<file path="config.mk">
export PLATFORM = sky130hd
export DESIGN_NAME = icache_direct_mapped
export DESIGN_NICKNAME = d
export VERILOG_FILES = /design/src/rtl/icache_pkg.sv /design/src/rtl/icache_line_store.sv /design/src/rtl/icache_direct_mapped.sv
export SDC_FILE = /design/constraint.sdc
export NUM_CORES = 2
export LEC_CHECK = 0
export BUFFER_PORTS_ARGS = -buffer_cell sky130_fd_sc_hd__buf_2
export CAP_MARGIN = 40
export CORE_AREA = 2 2 345 347
export DETAILED_ROUTE_END_ITERATION = 10
export DIE_AREA = 0 0 347 349
export GPL_ROUTABILITY_DRIVEN = 0
export HOLD_SLACK_MARGIN = 0.05
export MAX_ROUTING_LAYER = met4
export PLACE_DENSITY_LB_ADDON = 0.15
export SYNTH_ARGS = -nofsm -noshare
export SYNTH_HDL_FRONTEND = slang
export SYNTH_SLANG_ARGS = --single-unit
export TNS_END_PERCENT = 100
</file>
<file path="constraint.sdc">
create_clock -name clock -period 11.9 [get_ports clock]
set_input_delay 1.785 -clock clock [delete_from_list [all_inputs] [get_ports clock]]
set_output_delay 1.785 -clock clock [all_outputs]
set_load 0.01 [all_outputs]
</file>
<file path="src/rtl/icache_pkg.sv">
// Shared types, constants and address-split helpers for the direct-mapped instruction cache.
package icache_pkg;

  typedef enum logic [1:0] {
    IDLE,
    REQ,
    FILL,
    RESP
  } cacheState_e;

  localparam logic [31:0] POISON_WORD = 32'hDEAD_BEEF;

  function automatic int offWidth(input int lineWords, input int dataW);
    return $clog2(lineWords * (dataW / 8));
  endfunction

  function automatic int idxWidth(input int sets);
    return $clog2(sets);
  endfunction

  function automatic int tagWidth(input int addrW, input int sets, input int lineWords, input int dataW);
    return addrW - offWidth(lineWords, dataW) - idxWidth(sets);
  endfunction

endpackage

</file>
<file path="src/rtl/icache_line_store.sv">
// Valid/tag/data storage for the instruction cache: combinational read, synchronous writes,
// single-cycle flush of every valid bit.
module icache_line_store #(
  parameter int SETS       = 16,
  parameter int LINE_WORDS = 2,
  parameter int DATA_W     = 32,
  parameter int TAG_W      = 25,
  parameter int IDX_W      = 4,
  parameter int WORD_W     = 1
) (
  input  logic              clock,
  input  logic              reset_n,
  input  logic              flushAll,
  input  logic [IDX_W-1:0]  rdIdx,
  input  logic [WORD_W-1:0] rdWordSel,
  output logic              rdValid,
  output logic [TAG_W-1:0]  rdTag,
  output logic [DATA_W-1:0] rdWord,
  input  logic              wordWrEn,
  input  logic [IDX_W-1:0]  wrIdx,
  input  logic [WORD_W-1:0] wrWordSel,
  input  logic [DATA_W-1:0] wrWord,
  input  logic              tagWrEn,
  input  logic [TAG_W-1:0]  wrTag,
  input  logic              wrValid
);

  logic [SETS-1:0]   validBits;
  logic [TAG_W-1:0]  tagArray  [SETS];
  logic [DATA_W-1:0] dataArray [SETS][LINE_WORDS];

  assign rdValid = validBits[rdIdx];
  assign rdTag   = tagArray[rdIdx];
  assign rdWord  = dataArray[rdIdx][rdWordSel];

  // Flush wins over a same-cycle tag write so a flushed refill never leaves a live line.
  always_ff @(posedge clock or negedge reset_n) begin
    if (!reset_n) begin
      validBits <= '0;
    end else if (flushAll) begin
      validBits <= '0;
    end else if (tagWrEn) begin
      validBits[wrIdx] <= wrValid;
    end
  end

  // Tags and data are deliberately not reset; the valid bits alone gate their use.
  always_ff @(posedge clock) begin
    if (wordWrEn) begin
      dataArray[wrIdx][wrWordSel] <= wrWord;
    end
    if (tagWrEn) begin
      tagArray[wrIdx] <= wrTag;
    end
  end

endmodule

</file>
<file path="src/rtl/icache_direct_mapped.sv">
// Direct-mapped instruction cache: hit detection, line refill FSM, flush handling and
// saturating hit/miss counters.
module icache_direct_mapped
  import icache_pkg::*;
#(
  parameter int ADDR_W     = 32,
  parameter int DATA_W     = 32,
  parameter int SETS       = 16,
  parameter int LINE_WORDS = 2
) (
  input  logic              clock,
  input  logic              reset_n,
  input  logic              fetch_valid,
  input  logic [ADDR_W-1:0] fetch_pc,
  output logic              fetch_ready,
  output logic [DATA_W-1:0] instruction,
  output logic              instr_valid,
  output logic              instr_err,
  input  logic              flush,
  output logic              mem_req_valid,
  output logic [ADDR_W-1:0] mem_req_addr,
  input  logic              mem_req_ready,
  input  logic              mem_rvalid,
  input  logic [DATA_W-1:0] mem_rdata,
  input  logic              mem_rerr,
  output logic [31:0]       hit_count,
  output logic [31:0]       miss_count
);

  localparam int OFF_W  = offWidth(LINE_WORDS, DATA_W);
  localparam int IDX_W  = idxWidth(SETS);
  localparam int TAG_W  = tagWidth(ADDR_W, SETS, LINE_WORDS, DATA_W);
  localparam int BYTE_W = $clog2(DATA_W / 8);
  localparam int WORD_W = (LINE_WORDS > 1) ? $clog2(LINE_WORDS) : 1;

  cacheState_e state, nextState;

  logic [ADDR_W-1:0] pcReg;
  logic [ADDR_W-1:0] fetchWordAddr, latchWordAddr;
  logic [IDX_W-1:0]  fetchIdx, latchIdx;
  logic [TAG_W-1:0]  fetchTag, latchTag;
  logic [WORD_W-1:0] fetchSel, latchSel;
  logic [WORD_W-1:0] beatCnt;
  logic              errFlag, flushPending, errNow, lastBeat;
  logic [DATA_W-1:0] capturedWord;
  logic              accept, hit, beatWrite, flushAll, tagWrEn, wrValid;
  logic              rdValid;
  logic [TAG_W-1:0]  rdTag;
  logic [DATA_W-1:0] rdWord;

  assign fetchWordAddr = fetch_pc >> BYTE_W;
  assign latchWordAddr = pcReg >> BYTE_W;
  assign fetchIdx      = IDX_W'(fetch_pc >> OFF_W);
  assign fetchTag      = TAG_W'(fetch_pc >> (OFF_W + IDX_W));
  assign fetchSel      = WORD_W'(fetchWordAddr & ADDR_W'(LINE_WORDS - 1));
  assign latchIdx      = IDX_W'(pcReg >> OFF_W);
  assign latchTag      = TAG_W'(pcReg >> (OFF_W + IDX_W));
  assign latchSel      = WORD_W'(latchWordAddr & ADDR_W'(LINE_WORDS - 1));

  assign fetch_ready   = (state == IDLE);
  assign mem_req_valid = (state == REQ);
  assign lastBeat      = (beatCnt == WORD_W'(LINE_WORDS - 1));
  assign errNow        = errFlag | mem_rerr;
  assign tagWrEn       = beatWrite & lastBeat;
  assign wrValid       = ~errNow & ~flushPending & ~flush;
  assign flushAll      = ((state == IDLE) & flush) | ((state == RESP) & (flushPending | flush));

  icache_line_store #(
    .SETS       (SETS),
    .LINE_WORDS (LINE_WORDS),
    .DATA_W     (DATA_W),
    .TAG_W      (TAG_W),
    .IDX_W      (IDX_W),
    .WORD_W     (WORD_W)
  ) lineStore (
    .clock     (clock),
    .reset_n   (reset_n),
    .flushAll  (flushAll),
    .rdIdx     (fetchIdx),
    .rdWordSel (fetchSel),
    .rdValid   (rdValid),
    .rdTag     (rdTag),
    .rdWord    (rdWord),
    .wordWrEn  (beatWrite),
    .wrIdx     (latchIdx),
    .wrWordSel (beatCnt),
    .wrWord    (mem_rdata),
    .tagWrEn   (tagWrEn),
    .wrTag     (latchTag),
    .wrValid   (wrValid)
  );

  always_ff @(posedge clock or negedge reset_n) begin
    if (!reset_n) begin
      state <= IDLE;
    end else begin
      state <= nextState;
    end
  end

  // A flush arriving with a fetch invalidates first, so that fetch is forced to miss.
  always_comb begin
    nextState = state;
    accept    = 1'b0;
    hit       = 1'b0;
    beatWrite = 1'b0;
    case (state)
      IDLE: begin
        if (fetch_valid) begin
          accept = 1'b1;
          if (rdValid && (rdTag == fetchTag) && !flush) begin
            hit = 1'b1;
          end else begin
            nextState = REQ;
          end
        end
      end
      REQ: begin
        if (mem_req_ready) begin
          nextState = FILL;
        end
      end
      FILL: begin
        if (mem_rvalid) begin
          beatWrite = 1'b1;
          if (lastBeat) begin
            nextState = RESP;
          end
        end
      end
      RESP: begin
        nextState = IDLE;
      end
      default: begin
        nextState = IDLE;
      end
    endcase
  end

  // The requested word is captured as it streams past, so the response never needs a second read.
  always_ff @(posedge clock or negedge reset_n) begin
    if (!reset_n) begin
      pcReg        <= '0;
      mem_req_addr <= '0;
      beatCnt      <= '0;
      errFlag      <= 1'b0;
      flushPending <= 1'b0;
      capturedWord <= '0;
      instruction  <= '0;
      instr_valid  <= 1'b0;
      instr_err    <= 1'b0;
      hit_count    <= '0;
      miss_count   <= '0;
    end else begin
      instr_valid <= 1'b0;
      instr_err   <= 1'b0;
      if (accept) begin
        pcReg <= fetch_pc;
        if (hit) begin
          instruction <= rdWord;
          instr_valid <= 1'b1;
          if (hit_count != '1) begin
            hit_count <= hit_count + 32'd1;
          end
        end else begin
          mem_req_addr <= (fetch_pc >> OFF_W) << OFF_W;
          errFlag      <= 1'b0;
          beatCnt      <= '0;
          if (miss_count != '1) begin
            miss_count <= miss_count + 32'd1;
          end
        end
      end
      if (beatWrite) begin
        errFlag <= errNow;
        beatCnt <= lastBeat ? '0 : beatCnt + 1'b1;
        if (beatCnt == latchSel) begin
          capturedWord <= mem_rdata;
        end
        if (lastBeat) begin
          instr_valid <= 1'b1;
          instr_err   <= errNow;
          if (errNow) begin
            instruction <= DATA_W'(POISON_WORD);
          end else if (beatCnt == latchSel) begin
            instruction <= mem_rdata;
          end else begin
            instruction <= capturedWord;
          end
        end
      end
      if (state == RESP) begin
        flushPending <= 1'b0;
      end else if ((state != IDLE) && flush) begin
        flushPending <= 1'b1;
      end
    end
  end

endmodule

</file>
* After elaboration in Yosys (flattened, before gate mapping)
Memory sizes are Yosys's and may differ from the RTL's. Index checks and enable logic that the tools add are counted.
Storage, ports and cells: bits in registers 212, output and inout port bits 132, memory bits (writable) 1424, bits of input ports 71, word-level logic and storage cells 115, memories 2
Cells by class: order comparisons 6, bitwise operators 14, reductions and logical operators 16, $add $sub $neg 3, multiplexer cells 48, eq/ne operators 13
Memories:
- lineStore.dataArray | words 16, bits a word 64, rd ports 1, clocked after Yosys merged registers in 0, wr ports 1, RTL line icache_line_store.sv:30 | logic [DATA_W-1:0] dataArray [SETS][LINE_WORDS];
- lineStore.tagArray | words 16, bits a word 25, rd ports 1, clocked after Yosys merged registers in 0, wr ports 1, RTL line icache_line_store.sv:29 | logic [TAG_W-1:0] tagArray [SETS];
Operators with widths (number):
- 32-bit 2-to-1 mux | 10
- 32-bit by 1-bit adder with 32-bit output (second input constant) | 2
- 64-bit 2-to-1 mux | 1
- 32-bit != test (second input constant) | 2
- 32-bit demux with 1-bit select | 1
- 16-bit 2-to-1 mux | 2
- 25-bit equality test | 1
- 1-bit 2-to-1 mux | 25
- 16-bit bitwise mux | 1
- 4-bit by 5-bit less-than comparator with 1-bit output (second input constant) | 2
- 2-bit 2-to-1 mux | 5
- 2-bit != test (second input constant) | 4
- 2-bit case mux with 4 select lines | 1
- 2-bit nonzero test | 4
- 3-bit AND reduction | 2
- 1-bit bitwise AND | 5
- 1-bit logical AND | 5
- 5-bit AND reduction | 1
- 1-bit binary-select mux with 4-bit select | 1
- 1-bit demux with 4-bit select | 1
- 2-bit equality test (second input constant) | 2
- 2-bit greater-or-equal comparator (second input constant) | 2
- 4-bit by 1-bit greater-or-equal comparator with 1-bit output (second input constant) | 1
- 2-bit by 1-bit != test with 1-bit output (second input constant) | 2
- 10 further kinds | 17

* Logic depth before layout (Yosys ltp)
depth after elaboration 11, mapped depth 16, mapped depth without buffers 10

* Cells and area by module
Synthesis repeated with hierarchy kept, for this count alone.
Second synthesis, totals: cell total of the unflattened synthesis 3704, area total of the unflattened synthesis 64680.8 µm²
Modules (own cells, without submodules):
- icache_line_store | area an instance 55520.7 µm², sequential area each 43161.4 µm², times used 1, cells each 2873
- icache_direct_mapped | area an instance 9160.0 µm², sequential area each 4854.7 µm², times used 1, cells each 831

* Worst setup path before layout
Ideal clock, no wire load.
path type input -> register, from in mem_rvalid, to reg lineStore.validBits[6], arrival time 4.946 ns, path slack 6.690 ns, buffers on the path 0, setup time 0.264 ns, required time 11.636 ns, stages on the path 4, cell sequence and3_1 nand2_1 nor2_1 o21ai_0
Between the ends: word-level cells in the longest chain between the ends 4
Ends and longest elaborated chain:
- start, declared | RTL line icache_direct_mapped.sv:23 | input logic mem_rvalid,
- 1-bit 2-to-1 mux | RTL line icache_direct_mapped.sv:124 | if (mem_rvalid) begin
- 1-bit 2-to-1 mux | RTL line icache_direct_mapped.sv:107 | case (state)
- 1-bit bitwise AND | RTL line icache_direct_mapped.sv:64 | assign tagWrEn = beatWrite & lastBeat;
- 2-bit nonzero test (no line)
- end signal, assigned by index | RTL line icache_line_store.sv:43 | validBits[wrIdx] <= wrValid;
- end, declared | RTL line icache_line_store.sv:28 | logic [SETS-1:0] validBits;
Every way passes these cells. A chain may end at the register's enable or synchronous reset.

* Worst setup path in the final report
from in fetch_pc[3], to reg instruction[15]
Between the ends: word-level cells in the longest chain between the ends 11, elaborated cells between the ends (all ways) 17, classes of those cells eq/ne (1); mux (12); reduce/logical (2); memory (2)
Ends and longest elaborated chain:
- start, declared | RTL line icache_direct_mapped.sv:14 | input logic [ADDR_W-1:0] fetch_pc,
- memory 16 x 25 bit or 1-bit binary-select mux with 4-bit select (tied branches)
- 25-bit equality test or 1-bit 2-to-1 mux (tied branches) | RTL line icache_direct_mapped.sv:111, icache_line_store.sv:32
- 1-bit logical AND (2 in series) | RTL line icache_direct_mapped.sv:111 | if (rdValid && (rdTag == fetchTag) && !flush) begin
- 1-bit 2-to-1 mux | RTL line icache_direct_mapped.sv:111
- 1-bit 2-to-1 mux | RTL line icache_direct_mapped.sv:109 | if (fetch_valid) begin
- 1-bit 2-to-1 mux | RTL line icache_direct_mapped.sv:107
- 32-bit 2-to-1 mux * | RTL line icache_direct_mapped.sv:159 | if (hit) begin
- 32-bit 2-to-1 mux * | RTL line icache_direct_mapped.sv:157 | if (accept) begin
- 32-bit 2-to-1 mux | RTL line icache_direct_mapped.sv:180 | if (lastBeat) begin
- 32-bit 2-to-1 mux * | RTL line icache_direct_mapped.sv:174 | if (beatWrite) begin
- end signal, assigned | RTL line icache_direct_mapped.sv:160 | instruction <= rdWord;
- end signal, assigned | RTL line icache_direct_mapped.sv:184 | instruction <= DATA_W'(POISON_WORD);
- end signal, assigned | RTL line icache_direct_mapped.sv:186 | instruction <= mem_rdata;
- end, declared | RTL line icache_direct_mapped.sv:16 | output logic [DATA_W-1:0] instruction,
Mark *: on every way between the ends. The rest lies on a longest branch, timed or not. The select of a mux whose other input is x is not followed.

==> out/qor.csv <==
metric;value;unit
outcome;finished clean;
overall power;0.0135;W
Clock Tree Buf Depth;3;
CTS tree;built;
Worst-Margin Slew;1.14;ns
min-delay worst type;register to register;
I/O Pins;203;
Clock transition at path regs;0.06;ns
Synth warnings;0;
DP Worst Slack;4.70;ns
setup bufs post-CTS;0;
Die Area;121000;um2
Area Growth Syn to Fin;13.9;%
Die X;347;um
Yosys top cell by area;edfxtp_1;
Setup crit end kind;register;
Initial Util;54.6;%
required time at the worst-slack endpoint;12.54;ns
Synth top area share;66.6;%
slew margin rel.;24.0;%
Routed wire per std cell;30.0;um
vias in the first global route;33700;
H-Tree Depth;4;
RSZ-0062 raised after global routing;false;
critical path class;input pin to register;
Reg2Reg Setup Slack;7.58;ns
min cycle time layout;6.39;ns
DR vias;32500;
global-route wire length before repair;226000;um
DRT antenna net count;0;
post-synthesis sequential area ratio;74.8;%
Final Hold Violating Endpoints;0;
Startpoint Class;input pin;
setup violators final;0;
TNS Setup;0;ns
nets@finish;3562;
fraction of layout cells with a size suffix above 1;28.4;%
syn_area_per_cell;20.1;um2
#FFs+latches synth;1634;
Util after Layout;62.2;%
DRC;0;
Cell variety after synth;66;
clock sinks;1634;
row count;126;
arrival time worst endpoint;7.03;ns
Design Area, Final;73100;um2
WL final;155000;um
asr flop ratio synth;12.9;%
grt ovf;0;
latest clock arrival within the worst-skew pair;0.77;ns
post-CTS sizing;0;
worst setup margin;5.51;ns
period utilization;53.7;%
Cell Area, Placed;67800;um2
number of synthesized flops with an enable pin;1424;
vias per cell;6.29;
initial antenna violation count;11;
total track usage;26.7;%
drt first pass iters;7;
Slew Viols, Final;0;
Die Y-Extent;349;um
worst ir drop on vdd;0.162;mV
Detail Placement HPWL;85100;um
CTS Hold Buffers Added;0;
Num CTS Buffers;164;
ranking of synthesized cells by area;edfxtp_1, mux4_2, dfrtp_1, nand2_1, mux2i_1;
largest net degree at the start of global routing;161;
MaxCap Viol Count;0;
Root Driver;clkbuf_16;
clk_skew;0.0259;ns
total core area;117000;um2
most frequent cells in the layout;edfxtp_1, mux4_2, nand2_1;
Main synth FF type;edfxtp_1;
Cells after Synth;3186;
commonest non-fill, non-tap cell in the layout;edfxtp_1;
cell area after synthesis;64200;um2
DR iter-0 viols;3763;
highest clock rate;157;MHz
IO buf count;197;
Static Leakage;24.8;nW
Pwr Density;184;nW/um2
CP max FO;63;
## through the flow
stage	hold slack [ns]	std cells
floorplan	0.481	3188
global placement	0.469	4824
detailed placement	0.476	4853
CTS	0.491	5161
global route	0.509	5165
finish	0.487	5167
## cell families after synthesis
family                   count (synthesis)  share of synthesized area (%)
other                                    1                        0.00584
flip-flops                            1634                           74.8
adder cells (fa/ha/maj)                  6                          0.117
XOR/XNOR                                92                           1.26
AND/OR/NAND/NOR                        580                           4.27
multiplexers                           541                           16.4
AO/OA/AOI/OAI                          153                           1.77
buffers and inverters                  179                           1.38
## final cells by class
| type | count | area (um2) |
|---|---|---|
| flip-flops and latches | 1634 | 48000 |
| clock inverters | 76 | 559 |
| repair buffers | 292 | 2230 |
| fillers | 8064 | 44400 |
| multi-input cells | 1375 | 15600 |
| clock buffers | 232 | 4690 |
| diodes | 4 | 10.0 |
| well taps | 1536 | 1920 |
| inverters | 18 | 67.6 |
## final timing paths
path / start / endpoint / cells after the start
max: fetch_pc[3] / instruction[15] / 13
min: mem_req_addr[20] / mem_req_addr[20] / 1
max reg2reg: lineStore.tagArray[3][23] / instruction[15] / 11
min reg2reg: mem_req_addr[20] / mem_req_addr[20] / 1
max in group asynchronous: reset_n / lineStore.validBits[12] / 3
min in group asynchronous: reset_n / capturedWord[21] / 1
## cell usage after synthesis, types with 15 or more instances
cell type and n:
nand3_1 89, mux4_2 401, xor2_1 45, a22oi_1 26, buf_4 25, mux2i_1 82, and3_1 20, nand2_1 285
xnor2_1 47, edfxtp_1 1424, nand4_1 32, o211a_1 24, nor2_1 66, a21oi_1 22, inv_1 15, clkbuf_1 59
dfrtp_1 210, o21ai_0 24, buf_2 46, buf_1 23, nor3_1 26, mux2_2 33, mux2_1 25
## routing by layer
| metal | track usage [%] | share of wire, % | up-vias |
|---|---|---|---|
| met4 | 6.80 | 2.0 | 0 |
| met3 | 3.87 | 6.5 | 246 |
| met2 | 44.3 | 52 | 1308 |
| li1 | - | - | 13500 |
| met1 | 35.4 | 40 | 17400 |
| met5 | - | 0 | - |
## critical path, stage by stage
cell and delay (ns):
buf_8 0.53, buf_4 0.71, nor2_1 0.38, a22o_1 0.30
or3_1 0.34, a21oi_1 0.44, nand4bb_1 0.21, nor4b_1 0.07
nand4b_1 0.13, buf_4 0.39, o21a_1 0.67, inv_2 0.55
o211a_1 0.39
## where the power goes
| part | leakage [nW] | internal (W) | total (W) | switching (W) |
|---|---|---|---|---|
| sequential | 15.5 | 0.00674 | 0.00706 | 0.000318 |
| clock | 2.57 | 0.00286 | 0.00497 | 0.00211 |
| combinational | 6.78 | 0.000551 | 0.00144 | 0.000892 |
| total | 24.8 | 0.0102 | 0.0135 | 0.00332 |
## sequential cells by signal, summed over array words and instances, names as in the netlist, 2 cells and up
register / count
instruction: 32
hit_count: 32
state: 2
capturedWord: 32
lineStore.tagArray: 400
mem_req_addr: 29
pcReg: 30
lineStore.validBits: 16
miss_count: 32
lineStore.dataArray: 1024
Note: power is estimated with default switching activity, not from simulation.
